$ cat config.mk
export PLATFORM = sky130hd
export DESIGN_NAME = tiny_rv_fetch_queue
export DESIGN_NICKNAME = d
export VERILOG_FILES = /design/src/rtl/tiny_rv_fetch_queue.sv
export SDC_FILE = /design/constraint.sdc
export NUM_CORES = 1
export LEC_CHECK = 0
export CAP_MARGIN = 5
export CELL_PAD_IN_SITES_DETAIL_PLACEMENT = 0
export CELL_PAD_IN_SITES_GLOBAL_PLACEMENT = 1
export CORE_MARGIN = 4
export CORE_UTILIZATION = 53
export CTS_CLUSTER_DIAMETER = 150
export DETAILED_ROUTE_END_ITERATION = 16
export PLACE_DENSITY_LB_ADDON = 0.05
export SYNTH_ARGS = -nofsm -noshare
export SYNTH_HDL_FRONTEND = slang
export SYNTH_SLANG_ARGS = --single-unit
$ cat constraint.sdc
create_clock -name i_clk -period 7.54 [get_ports i_clk]
set_input_delay 1.508 -clock i_clk [delete_from_list [all_inputs] [get_ports i_clk]]
set_output_delay 1.508 -clock i_clk [all_outputs]
set_load 0.02 [all_outputs]
$ cat src/rtl/tiny_rv_fetch_queue.sv
// tiny_rv_fetch_queue: in-order instruction prefetch front-end for the tiny_rv core.
// Latency: redirect at t -> request t+1 -> (1-cycle imem) o_fetched_valid at t+3; 1 inst/cycle steady state.
// Backpressure: decode ready=0 fills the queue, then credit (queued+outstanding<FIFO_DEPTH) drops o_imem_req.
//
// Ports:
//   i_clk, i_reset                       clock, synchronous active-high reset
//   i_pipe_flush                         empty queue, drop in-flight reads, park in HOLD
//   i_ld_new_addr, i_new_addr            redirect: empty queue, drop in-flight reads, fetch from target
//   o_imem_req, o_imem_addr, i_imem_gnt  request channel (req&&gnt = issued), word address
//   i_imem_rvalid, i_imem_rdata          in-order read responses
//   o_fetched_valid, i_fetched_ready     head of prefetch queue to decode (valid&&ready = pop)
//   o_fetched_pc, o_fetched_inst         head entry, forced to zero while the queue is empty
//   o_misaligned                         1-cycle pulse after a redirect to a non-word-aligned target

module tiny_rv_fetch_queue #(
  parameter logic [31:0] RESET_PC   = 32'h0,
  parameter int          FIFO_DEPTH = 4,
  parameter int          IMEM_AW    = 16
) (
  input  logic               i_clk,
  input  logic               i_reset,
  input  logic               i_pipe_flush,
  input  logic               i_ld_new_addr,
  input  logic [31:0]        i_new_addr,
  output logic               o_imem_req,
  output logic [IMEM_AW-1:0] o_imem_addr,
  input  logic               i_imem_gnt,
  input  logic               i_imem_rvalid,
  input  logic [31:0]        i_imem_rdata,
  output logic               o_fetched_valid,
  input  logic               i_fetched_ready,
  output logic [31:0]        o_fetched_pc,
  output logic [31:0]        o_fetched_inst,
  output logic               o_misaligned
);

  localparam int CW = $clog2(FIFO_DEPTH) + 1;
  localparam logic [CW-1:0] ONE_C   = CW'(1);
  localparam logic [CW-1:0] DEPTH_Q = CW'(FIFO_DEPTH);
  localparam logic [CW:0]   DEPTH_C = (CW+1)'(FIFO_DEPTH);

  typedef struct packed {
    logic [31:0] pc;
    logic [31:0] inst;
  } entry_t;

  typedef enum logic {RUN = 1'b0, HOLD = 1'b1} state_t;

  state_t        state_q, state_d;
  logic [31:0]   fetch_pc;
  logic [CW-1:0] outstanding, outstanding_next;
  logic [CW-1:0] drop;
  logic [CW-1:0] q_count, tag_count;
  logic [CW:0]   inflight;
  logic          restart, imem_req, issue, resp_keep, q_pop;
  logic [31:0]   tag_pc;
  entry_t        q_in, q_out;

  // Redirect and flush share all the "throw away in-flight work" behaviour.
  assign restart  = i_ld_new_addr || i_pipe_flush;
  // Credit counts every outstanding read, including ones that will be dropped,
  // so a queue slot is reserved for anything that could still come back.
  assign inflight = {1'b0, q_count} + {1'b0, outstanding};

  // FSM: next state and request generation.
  always_comb begin
    state_d  = state_q;
    imem_req = 1'b0;
    if (state_q == RUN) begin
      if (i_pipe_flush && !i_ld_new_addr) state_d = HOLD;
      if (!restart && !i_reset) imem_req = (inflight < DEPTH_C);
    end else if (i_ld_new_addr) begin
      state_d = RUN;
    end
  end

  always_ff @(posedge i_clk) begin
    if (i_reset) state_q <= RUN;
    else         state_q <= state_d;
  end

  assign o_imem_req  = imem_req;
  assign o_imem_addr = fetch_pc[IMEM_AW+1:2];
  assign issue       = imem_req && i_imem_gnt;

  // A response is kept only when no stale reads are ahead of it and no
  // redirect/flush is discarding the current cycle's data.
  assign resp_keep = i_imem_rvalid && (drop == '0) && !restart;
  assign q_pop     = o_fetched_valid && i_fetched_ready;

  assign outstanding_next = outstanding
                          + {{(CW-1){1'b0}}, issue}
                          - {{(CW-1){1'b0}}, i_imem_rvalid};

  always_ff @(posedge i_clk) begin
    if (i_reset) begin
      fetch_pc     <= RESET_PC;
      outstanding  <= '0;
      drop         <= '0;
      o_misaligned <= 1'b0;
    end else begin
      outstanding  <= outstanding_next;
      o_misaligned <= i_ld_new_addr && (i_new_addr[1:0] != 2'b00);
      if (i_ld_new_addr)  fetch_pc <= {i_new_addr[31:2], 2'b00};
      else if (issue)     fetch_pc <= fetch_pc + 32'd4;
      // Everything still in flight after this edge belongs to the old stream.
      if (restart)                       drop <= outstanding_next;
      else if (i_imem_rvalid && drop != '0) drop <= drop - ONE_C;
    end
  end

  // PC of each live request, consumed in issue order by kept responses.
  tiny_rv_fetch_fifo #(.W(32), .DEPTH(FIFO_DEPTH)) u_tag_fifo (
    .clk      (i_clk),
    .reset    (i_reset),
    .clr      (restart),
    .push     (issue),
    .push_dat (fetch_pc),
    .pop      (resp_keep),
    .pop_dat  (tag_pc),
    .count    (tag_count)
  );

  assign q_in = '{pc: tag_pc, inst: i_imem_rdata};

  tiny_rv_fetch_fifo #(.W($bits(entry_t)), .DEPTH(FIFO_DEPTH)) u_inst_fifo (
    .clk      (i_clk),
    .reset    (i_reset),
    .clr      (restart),
    .push     (resp_keep),
    .push_dat (q_in),
    .pop      (q_pop),
    .pop_dat  (q_out),
    .count    (q_count)
  );

  assign o_fetched_valid = (q_count != '0);
  assign o_fetched_pc    = o_fetched_valid ? q_out.pc   : 32'h0;
  assign o_fetched_inst  = o_fetched_valid ? q_out.inst : 32'h0;

  a_no_overflow: assert property (@(posedge i_clk) disable iff (i_reset)
    !(resp_keep && q_count == DEPTH_Q && !q_pop));
  a_rvalid_expected: assert property (@(posedge i_clk) disable iff (i_reset)
    i_imem_rvalid |-> (outstanding != '0));
  a_tag_tracking: assert property (@(posedge i_clk) disable iff (i_reset)
    (tag_count + drop) == outstanding);

endmodule

// tiny_rv_fetch_fifo: generic synchronous FIFO with clear, power-of-2 depth.
// Latency: a pushed word is visible at pop_dat the cycle after the push.
// Backpressure: none internal; caller never pushes when full (unless popping) nor pops when empty.
//
// Ports: clk, reset (sync, active-high), clr (sync flush), push/push_dat,
//        pop/pop_dat (head word), count (current occupancy 0..DEPTH).

module tiny_rv_fetch_fifo #(
  parameter int W     = 32,
  parameter int DEPTH = 4
) (
  input  logic                   clk,
  input  logic                   reset,
  input  logic                   clr,
  input  logic                   push,
  input  logic [W-1:0]           push_dat,
  input  logic                   pop,
  output logic [W-1:0]           pop_dat,
  output logic [$clog2(DEPTH):0] count
);

  localparam int AW = $clog2(DEPTH);
  localparam logic [AW-1:0] PTR_ONE = AW'(1);

  logic [W-1:0]  mem [DEPTH];
  logic [AW-1:0] rd_ptr, wr_ptr;

  always_ff @(posedge clk) begin
    if (reset || clr) begin
      rd_ptr <= '0;
      wr_ptr <= '0;
      count  <= '0;
    end else begin
      if (push) wr_ptr <= wr_ptr + PTR_ONE;
      if (pop)  rd_ptr <= rd_ptr + PTR_ONE;
      count <= count + {{AW{1'b0}}, push} - {{AW{1'b0}}, pop};
    end
  end

  always_ff @(posedge clk) begin
    if (push && !(reset || clr)) mem[wr_ptr] <= push_dat;
  end

  assign pop_dat = mem[rd_ptr];

endmodule

==> impl_metrics.json, run 1 <==
{
  "reg2reg_slack_ns": 4.11,
  "core_area_sq_mm": 0.0308,
  "ios": 154,
  "startpoint": "i_ld_new_addr",
  "fin_crit_ns": 5.21,
  "clockBufferDepth": 3,
  "grt_pass1_wl_mm": 49.7,
  "clk_latency_ns": 0.53,
  "fin_area_sq_mm": 0.0199,
  "avgSynthCellArea_sq_um": 18.2,
  "worstPathRequired_ns": 6.03,
  "antenna_cells": 0,
  "endpoint_kind": "output pin",
  "ys.warnings.count": 0,
  "hold_buffers": 0,
  "numCtsBuffers": 42,
  "nNetsFinal": 1155,
  "fp-row-count": 64,
  "cts_max_level": 2,
  "hpwl_mm": 18.9,
  "viasPerCell": 5.69,
  "fmax_mhz": 192,
  "r2r_start": "outstanding[2]",
  "ir_worst_vdd_v": 0.000153,
  "ys_seq_area_share_pct": 72.7,
  "timing.critical_path.from_type": "input port",
  "r2r-end": "drop[2]",
  "synth_ff_type": "edfxtp_1",
  "synth_cell_type_count": 52,
  "cp.arrival_ns": 3.70,
  "drc": 0,
  "finalSetupTns_ns": 0,
  "fin_crit_sh_pct": 69.1,
  "leakage_nw": 6.33,
  "dr.pass1.iters": 5,
  "crit_fanout": 35,
  "num_vias": 8495,
  "root_buffer": "clkbuf_16",
  "path_class": "in -> out",
  "synth_cells": 916,
  "io_buffers": 151,
  "drt-total-wl_mm": 31.2,
  "grt_use_total_pct": 18.6,
  "final_cell_mix": "368 x edfxtp_1, 151 x clkdlybuf4s50_1, 92 x mux4_2, 66 x and2_1, 49 x dfxtp_1",
  "finalMaxSlewViolations": 0,
  "slew_headroom_pct": 27.1,
  "dpl-instance-area_sq_mm": 0.0185,
  "layout_commonest_cell": "edfxtp_1",
  "rsz0062_at_grt": "false",
  "cp_slowest_cell": "or3_1",
  "drt.antenna.violating_nets": 0,
  "die_y_um": 185,
  "grt_pass1_vias": 8871,
  "clkTransAtPathRegs_ns": 0.06,
  "cp_cell_sequence": "clkdlybuf4s50_1 -> buf_4 -> or3_1 -> nor3_1 -> clkdlybuf4s50_1",
  "final-setup-viol-count": 0,
  "hp-class": "reg -> reg",
  "antenna_found_initial": 0,
  "outcome": "complete, no violations",
  "slowest_delay_ns": 0.65,
  "ff2ff_path_depth": 14,
  "async_flop_share_pct": 0,
  "die_area_sq_mm": 0.0343,
  "drive_gt1_share_pct": 17.1,
  "cts.sinks": 421,
  "start_util_pct": 54.0,
  "synth_edf_count": 368,
  "power.total_mw": 4.90,
  "synth_seq_cells": 421,
  "power_density_mw_per_mm2": 246,
  "syn2layout_area_growth_pct": 19.4,
  "fin_skew_ns": 0.0156,
  "tightest_slew_ns": 1.09,
  "cts_tree": "done",
  "max_cap_viol_count": 0,
  "post-route-util_pct": 64.5,
  "crit_top_cell": "clkdlybuf4s50_1",
  "syn-cell-area_sq_mm": 0.0167,
  "detail_route.wl_per_cell_um": 20.9,
  "hold_viol": 0,
  "cts-resized-gates": 0,
  "grt_max_degree": 65,
  "drt_iter0_drc": 542,
  "cp-endpoint": "o_imem_req",
  "postCtsSetupBuffers": 0,
  "grt_overflow": 0,
  "die_w_um": 185,
  "place_congestion": 0.776
}
-- synthesized netlist by cell type, drive strengths merged (3+ instances only) --
| library cell | n | area (sq um) |
|---|---|---|
| or3 | 3 | 18.8 |
| nor2b | 4 | 25.0 |
| nand4 | 13 | 81.3 |
| o21a | 4 | 30.0 |
| and4 | 3 | 26.3 |
| o21ai | 18 | 90.1 |
| nand3 | 12 | 60.1 |
| and3 | 5 | 31.3 |
| a211oi | 3 | 22.5 |
| buf | 35 | 205 |
| inv | 21 | 78.8 |
| o311ai | 6 | 52.6 |
| dfxtp | 53 | 1060 |
| xor2 | 9 | 78.8 |
| clkbuf | 24 | 90.1 |
| and2 | 74 | 463 |
| mux4 | 92 | 2070 |
| a21oi | 27 | 135 |
| ha | 17 | 213 |
| nor4 | 10 | 75.1 |
| xnor2 | 13 | 114 |
| nor2 | 34 | 128 |
| edfxtp | 368 | 11100 |
| nor3 | 9 | 45.0 |
| nand2 | 28 | 105 |
-- worst min path at each step --
stage	end	start	slack [ns]	cells past startpoint
CTS	state_q	state_q	0.48	2
global route	state_q	state_q	0.54	2
global placement	state_q	state_q	0.46	2
detailed placement	state_q	state_q	0.47	2
finish	state_q	state_q	0.48	2
floorplan	state_q	state_q	0.44	2
-- cell families (layout without fill, tap and decap cells) --
group                      after synthesis  after routing  synth area share [%]
other                                    1              2                0.0225
adders and majority gates               19             19                  1.52
and+or+nand+nor                        208            208                  7.14
AOI/OAI and AO/OA                       69             69                  2.49
muxes                                   96             96                  12.7
xor gates and xnor gates                22             22                  1.16
DFF                                    421            421                  72.7
buffers and inverters                   80            261                  2.25
-- layout make-up --
cell class	instances	area (sq um)
Clock buffer	55	1230
Clock inverter	22	185
Fill cell	2164	10900
Inverter	21	78.8
Multi-Input combinational cell	416	4180
Sequential cell	421	12100
Tap cell	396	495
Timing Repair Buffer	163	1600
-- stage by stage --
step | setup WS, ns | std cells | hold slack, ns
after CTS | 2.32 | 1494 | 0.485
final | 2.33 | 1494 | 0.479
after global placement | 2.31 | 1417 | 0.463
after detailed placement | 2.27 | 1417 | 0.470
after floorplan | 3.20 | 917 | 0.440
after global routing | 2.19 | 1494 | 0.535
-- power by group --
part	leakage [nW]	internal (mW)	total, mW	switching (mW)
sequential	3.77	2.56	2.60	0.0366
clock	0.688	1.25	2.09	0.835
combinational	1.88	0.105	0.210	0.105
-- flip-flops by register name, indices dropped and copies added, names as in the netlist, 3 cells and up, named ones only --
signal             cells
fetch_pc              30
drop                   3
u_tag_fifo.mem       120
u_inst_fifo.count      3
outstanding            3
u_inst_fifo.mem      248
-- worst max-delay path, delay by kind of cell --
kind,cells,cell delay [ns]
buffers and inverters,3,1.27
AND/OR/NAND/NOR,2,0.91
-- routing by layer --
| metal | up-vias | share of wire, % | global-route usage, % |
|---|---|---|---|
| met4 | 0 | 1.8 | 4.14 |
| met5 | - | 0 | 0 |
| met2 | 255 | 47 | 29.8 |
| li1 | 3892 | - | - |
| met1 | 4303 | 46 | 27.1 |
| met3 | 45 | 5.6 | 3.34 |
Power figures use the tool's default switching activity.
==> run 2: changes to the inputs <==
--- a/config.mk
+++ b/config.mk
@@ -9,7 +9,7 @@
 export CELL_PAD_IN_SITES_DETAIL_PLACEMENT = 0
 export CELL_PAD_IN_SITES_GLOBAL_PLACEMENT = 1
 export CORE_MARGIN = 4
-export CORE_UTILIZATION = 53
+export CORE_UTILIZATION = 49
 export CTS_CLUSTER_DIAMETER = 150
 export DETAILED_ROUTE_END_ITERATION = 16
 export PLACE_DENSITY_LB_ADDON = 0.05
==> constraint.sdc (replaced) <==
create_clock -name i_clk -period 5.17 [get_ports i_clk]
set_input_delay 1.034 -clock i_clk [delete_from_list [all_inputs] [get_ports i_clk]]
set_output_delay 1.034 -clock i_clk [all_outputs]
set_load 0.02 [all_outputs]
==> run 2 against run 1 <==
- clock skew shrank 0.0011 ns
- flip-flop and latch count is the same
- non-clock buffer count grew 10
- die area grew 7.8%
- combinational power grew 48%
- hold slack gained 0.0094 ns
- cell count grew 4.4%
- clock power grew 44%
- design area grew 0.92%
- global-route usage shrank 0.82 points
- sequential share of layout area shrank 0.55 points
- count of clock-buffer cells in the layout grew 5
==> impl_metrics.json, run 2 (synthesized netlist as in run 1, its figures left out) <==
{
  "outcome": "complete, no violations",
  "grt_util_met1_pct": 26.2,
  "largest_reg_flops": 248,
  "finalSetupTns_ns": 0,
  "numCtsBuffers": 45,
  "die_area_sq_mm": 0.0370,
  "fin_skew_ns": 0.0145,
  "stdcell_count": 1560,
  "clockBufferDepth": 3,
  "switching_share_pct": 20.5,
  "die_y_um": 192,
  "cts_max_level": 2,
  "hold_path_depth": 2,
  "hp-class": "reg -> reg",
  "start_util_pct": 49.7,
  "hp-start": "state_q",
  "p_int_mw": 5.65,
  "tightest_slew_ns": 1.08,
  "cts-resized-gates": 0,
  "dpl.cell_count": 1479,
  "reg2reg_slack_ns": 1.96,
  "top_register": "u_inst_fifo.mem",
  "max_cap_viol_count": 0,
  "worstPathRequired_ns": 4.14,
  "power_density_mw_per_mm2": 354,
  "ios": 154,
  "root_buffer": "clkbuf_16",
  "syn2layout_area_growth_pct": 20.5,
  "dr.pass1.iters": 4,
  "hold_buffers": 0,
  "antenna_found_initial": 0,
  "grtUsageMet2_pct": 28.2,
  "fp-row-count": 67,
  "drc": 0,
  "rsz0062_at_grt": "false",
  "clkTransAtPathRegs_ns": 0.06,
  "clk_latency_ns": 0.54,
  "slew_headroom_pct": 27.6,
  "grt_pass1_vias": 8878,
  "nNetsFinal": 1168,
  "final_cell_mix": "368 x edfxtp_1, 151 x clkdlybuf4s50_1, 92 x mux4_2, 70 x and2_1, 49 x dfxtp_1",
  "antenna_cells": 0,
  "grt_pass1_wl_mm": 50.7,
  "endpoint_kind": "output pin",
  "postCtsSetupBuffers": 0,
  "r2r_start": "outstanding[2]",
  "fillers": 2559,
  "cts_tree": "done",
  "hold_viol": 0,
  "grt_overflow": 0,
  "largest_registers": "u_inst_fifo.mem x248, u_tag_fifo.mem x120, fetch_pc x30",
  "hpwl_mm": 20.1,
  "fin_crit_ns": 4.19,
  "path_class": "in -> out",
  "grt_max_degree": 63,
  "drive_gt1_share_pct": 17.7,
  "place_congestion": 0.769,
  "grt_busiest_layer": "met2",
  "die_w_um": 192,
  "netSwitchingPower_mw": 1.45,
  "fin_crit_sh_pct": 81.0,
  "io_buffers": 151,
  "ir_worst_vdd_v": 0.000223,
  "drt-total-wl_mm": 32.4,
  "crit_fanout": 16,
  "cts.sinks": 421,
  "viasPerCell": 5.44,
  "finalMaxSlewViolations": 0,
  "met3_usage_pct": 3.08,
  "layout_commonest_cell": "edfxtp_1",
  "pwr-share-clk_pct": 42.2,
  "final-setup-viol-count": 0,
  "fmax_mhz": 239,
  "grt_use_total_pct": 17.7,
  "drt_iter0_drc": 523,
  "detail_route.wl_per_cell_um": 20.8,
  "num_vias": 8492,
  "ff2ff_path_depth": 13,
  "drt.antenna.violating_nets": 0,
  "pwr-share-seq_pct": 53.4,
  "min_to": "state_q",
  "core_area_sq_mm": 0.0335,
  "cp.arrival_ns": 3.15,
  "combPwrFrac_pct": 4.4,
  "timing.critical_path.from_type": "input port",
  "leakage_nw": 6.38,
  "r2r-end": "drop[2]"
}
==> run 2: changes by cell type in the layout (fill, tap and decap cells not counted), moves of 3 or more <==
cell	previous run	this run
and2_1	66	70
clkbuf_1	7	12
clkbuf_8	0	3
clkinv_1	11	7
and2_2	8	4
buf_4	12	17
buf_12	0	5
clkbuf_16	48	45
==> run 2: how the worst max path moves through the flow <==
| stage | start | endpoint | slack (ns) |
|---|---|---|---|
| 2_1_floorplan | i_reset | drop[2] | 1.31 |
| 3_3_place_gp | i_pipe_flush | drop[2] | 0.68 |
| 3_5_place_dp | i_pipe_flush | drop[2] | 0.64 |
| 4_1_cts | i_pipe_flush | o_imem_req | 0.93 |
| 5_1_grt | i_pipe_flush | o_imem_req | 0.81 |
| 6_report | i_pipe_flush | o_imem_req | 0.98 |
==> run 2: area by class of cell <==
type	instances	area, sq um	share of cell area [%]
Clock buffer	60	1210	6.04
Clock inverter	21	185	0.922
Inverter	21	78.8	0.393
Multi-Input combinational cell	416	4180	20.8
Sequential cell	421	12100	60.4
Tap cell	448	561	2.79
Timing Repair Buffer	173	1740	8.66
==> run 2: critical path: stages <==
cell	delay [ns]
clkdlybuf4s50_1	0.57
or3_1	0.66
nor3_1	0.26
clkdlybuf4s50_1	0.63
==> run 2: through the flow <==
step	power [mW]	utilization, %	setup WS (ns)	hold slack [ns]	cell area [sq um]
after floorplan	4.03	-	1.31	0.440	16700
after global placement	4.17	55.7	0.681	0.468	18700
after detailed placement	4.18	55.7	0.644	0.471	18700
after CTS	7.19	59.9	0.932	0.487	20100
after global routing	7.38	59.9	0.811	0.526	20100
final	7.10	59.9	0.982	0.488	20100
==> run 2: power by group through the flow <==
stage	Combinational, mW	Clock (mW)	Sequential (mW)
after global routing	0.344	3.24	3.80
after global placement	0.310	0	3.86
final	0.310	3.00	3.79
after floorplan	0.184	0	3.84
after detailed placement	0.312	0	3.87
after CTS	0.314	3.08	3.79
==> run 2: routing by layer <==
layer  share of wire (%)  wire [um]
met1                  47      15100
met4                 1.7        551
met2                  47      15200
met5                   0          0
met3                 4.8       1550
==> run 3: changes to the inputs <==
--- a/config.mk
+++ b/config.mk
@@ -9,7 +9,7 @@
 export CELL_PAD_IN_SITES_DETAIL_PLACEMENT = 0
 export CELL_PAD_IN_SITES_GLOBAL_PLACEMENT = 1
 export CORE_MARGIN = 4
-export CORE_UTILIZATION = 49
+export CORE_UTILIZATION = 44
 export CTS_CLUSTER_DIAMETER = 150
 export DETAILED_ROUTE_END_ITERATION = 16
 export PLACE_DENSITY_LB_ADDON = 0.05
==> constraint.sdc (replaced) <==
create_clock -name i_clk -period 3.4 [get_ports i_clk]
set_input_delay 0.68 -clock i_clk [delete_from_list [all_inputs] [get_ports i_clk]]
set_output_delay 0.68 -clock i_clk [all_outputs]
set_load 0.02 [all_outputs]
==> run 3 against run 2 <==
- routed wire length grew 5.7%
- power grew 55%
- register-to-register slack lost 1.6 ns
- flip-flop and latch count is the same
- non-clock buffer count grew 27
- first-iteration DRC count shrank 20%
- via count grew 1.2%
- combinational power grew 58%
- count of clock-buffer cells in the layout grew 3
==> impl_metrics.json, run 3 (synthesized netlist as in run 1, its figures left out) <==
{
  "outcome": "complete, no violations",
  "power_density_mw_per_mm2": 535,
  "path_class": "reg -> out",
  "grt_overflow": 0,
  "drt_iter0_drc": 416,
  "top_register": "u_inst_fifo.mem",
  "detail_route.wl_per_cell_um": 20.9,
  "layout_commonest_cell": "edfxtp_1",
  "ff2ff_path_depth": 13,
  "hpwl_mm": 21.6,
  "io_buffers": 151,
  "timing.critical_path.from_type": "register",
  "dr.pass1.iters": 4,
  "antenna_cells": 0,
  "tightest_slew_ns": 0.865,
  "hp-class": "reg -> reg",
  "clockBufferDepth": 3,
  "endpoint_kind": "output pin",
  "drt.antenna.violating_nets": 0,
  "grtUsageMet2_pct": 27.4,
  "grt_use_total_pct": 16.9,
  "grt_busiest_layer": "met2",
  "ios": 154,
  "crit_fanout": 13,
  "leakage_nw": 6.59,
  "fin_crit_ns": 3.17,
  "grt_pass1_wl_mm": 54.1,
  "die_area_sq_mm": 0.0410,
  "pwr-share-seq_pct": 52.5,
  "min_to": "state_q",
  "drt-total-wl_mm": 34.3,
  "syn2layout_area_growth_pct": 23.2,
  "cts_max_level": 2,
  "numCtsBuffers": 45,
  "viasPerCell": 5.24,
  "clk_latency_ns": 0.53,
  "fmax_mhz": 315,
  "finalSetupTns_ns": 0,
  "netSwitchingPower_mw": 2.19,
  "final-setup-viol-count": 0,
  "ir_worst_vdd_v": 0.000377,
  "hold_path_depth": 2,
  "cp.arrival_ns": 2.49,
  "cts.sinks": 421,
  "start_util_pct": 45.1,
  "dpl-instance-area_sq_mm": 0.0190,
  "root_buffer": "clkbuf_16",
  "hold_buffers": 0,
  "drive_gt1_share_pct": 19.7,
  "fin_skew_ns": 0.0115,
  "drc": 0,
  "nNetsFinal": 1195,
  "largest_reg_flops": 248,
  "grt_pass1_vias": 9057,
  "slew_headroom_pct": 42.4,
  "final_cell_mix": "368 x edfxtp_1, 150 x clkdlybuf4s50_1, 92 x mux4_2, 70 x and2_1, 49 x dfxtp_1",
  "finalMaxSlewViolations": 0,
  "r2r-end": "drop[2]",
  "combPwrFrac_pct": 4.5,
  "clkTransAtPathRegs_ns": 0.06,
  "cts_tree": "done",
  "met3_usage_pct": 2.92,
  "fin_area_sq_mm": 0.0205,
  "grt_max_degree": 64,
  "worstPathRequired_ns": 2.72,
  "p_int_mw": 8.80,
  "pwr-share-clk_pct": 43.1,
  "die_y_um": 203,
  "hold_viol": 0,
  "place_congestion": 0.775,
  "fp-row-count": 70,
  "grt_util_met1_pct": 24.3,
  "whs_ns": 0.486,
  "core_area_sq_mm": 0.0370,
  "hp-start": "state_q",
  "largest_registers": "u_inst_fifo.mem x248, u_tag_fifo.mem x120, fetch_pc x30",
  "r2r_start": "outstanding[1]",
  "max_cap_viol_count": 0,
  "switching_share_pct": 20.0,
  "num_vias": 8596,
  "fin_crit_sh_pct": 93.3,
  "reg2reg_slack_ns": 0.41,
  "antenna_found_initial": 0,
  "die_w_um": 203,
  "rsz0062_at_grt": "false"
}
[run 3: changes by cell type in the layout (fill, tap and decap cells not counted), sizes merged]
cell / delta
dlymetal6s2s: +1
buf: +27
clkdlybuf4s50: -1
bufinv: +2
clkinv: -6
clkbuf: +3
[run 3: final cells by class]
| class | instances | area [sq um] |
|---|---|---|
| inverters | 21 | 78.8 |
| fillers | 2923 | 16400 |
| well taps | 504 | 631 |
| multi-input cells | 416 | 4180 |
| flip-flops and latches | 421 | 12100 |
| clock inverters | 17 | 189 |
| clock buffers | 63 | 1250 |
| repair buffers | 200 | 2070 |
[run 3: metrics by stage]
step                worst slack, ns  total power, mW  instances  util (%)
finish                        0.228             11.0       1642      55.5
global route                  0.108             11.4       1642      55.5
CTS                         0.00216             11.1       1632      55.3
detailed placement          -0.0722             6.37       1552      51.4
global placement            -0.0662             6.36       1552      51.4
floorplan                    0.0409             6.13        917         -
[run 3: routing by layer]
metal,wire length [um],part of all wire (%)
met1,16100,47
met2,16400,48
met3,1280,3.7
met4,546,1.6
met5,0,0
[run 3: critical path: stages, from the launching register on]
cell             delay (ns)
dfxtp_4                0.35
buf_12                 0.15
buf_12                 0.18
mux4_2                 0.50
and2_1                 0.21
clkdlybuf4s50_1        0.55
[run 3: worst max-delay path by stage]
| stage | from | endpoint | slack [ns] | depth (start not counted) |
|---|---|---|---|---|
| floorplan | i_reset | drop[2] | 0.04 | 15 |
| global placement | i_pipe_flush | drop[2] | -0.07 | 13 |
| detailed placement | i_pipe_flush | drop[2] | -0.07 | 13 |
| CTS | register | o_fetched_inst[24] | 0.002 | 4 |
| global route | register | o_fetched_pc[9] | 0.11 | 4 |
| finish | register | o_fetched_pc[9] | 0.23 | 5 |
[run 3: power groups by stage]
stage	combinational [mW]	sequential [mW]	clock [mW]
2_1_floorplan	0.283	5.85	0
3_3_place_gp	0.491	5.87	0
3_5_place_dp	0.493	5.88	0
4_1_cts	0.496	5.77	4.86
5_1_grt	0.540	5.78	5.11
6_report	0.490	5.77	4.73
[run 3: what timing repair did]
action / 4_1_cts / 5_1_grt
gates resized for setup: 0 / 2
endpoints found under the setup margin: 0 / 51
setup buffers: 0 / 10
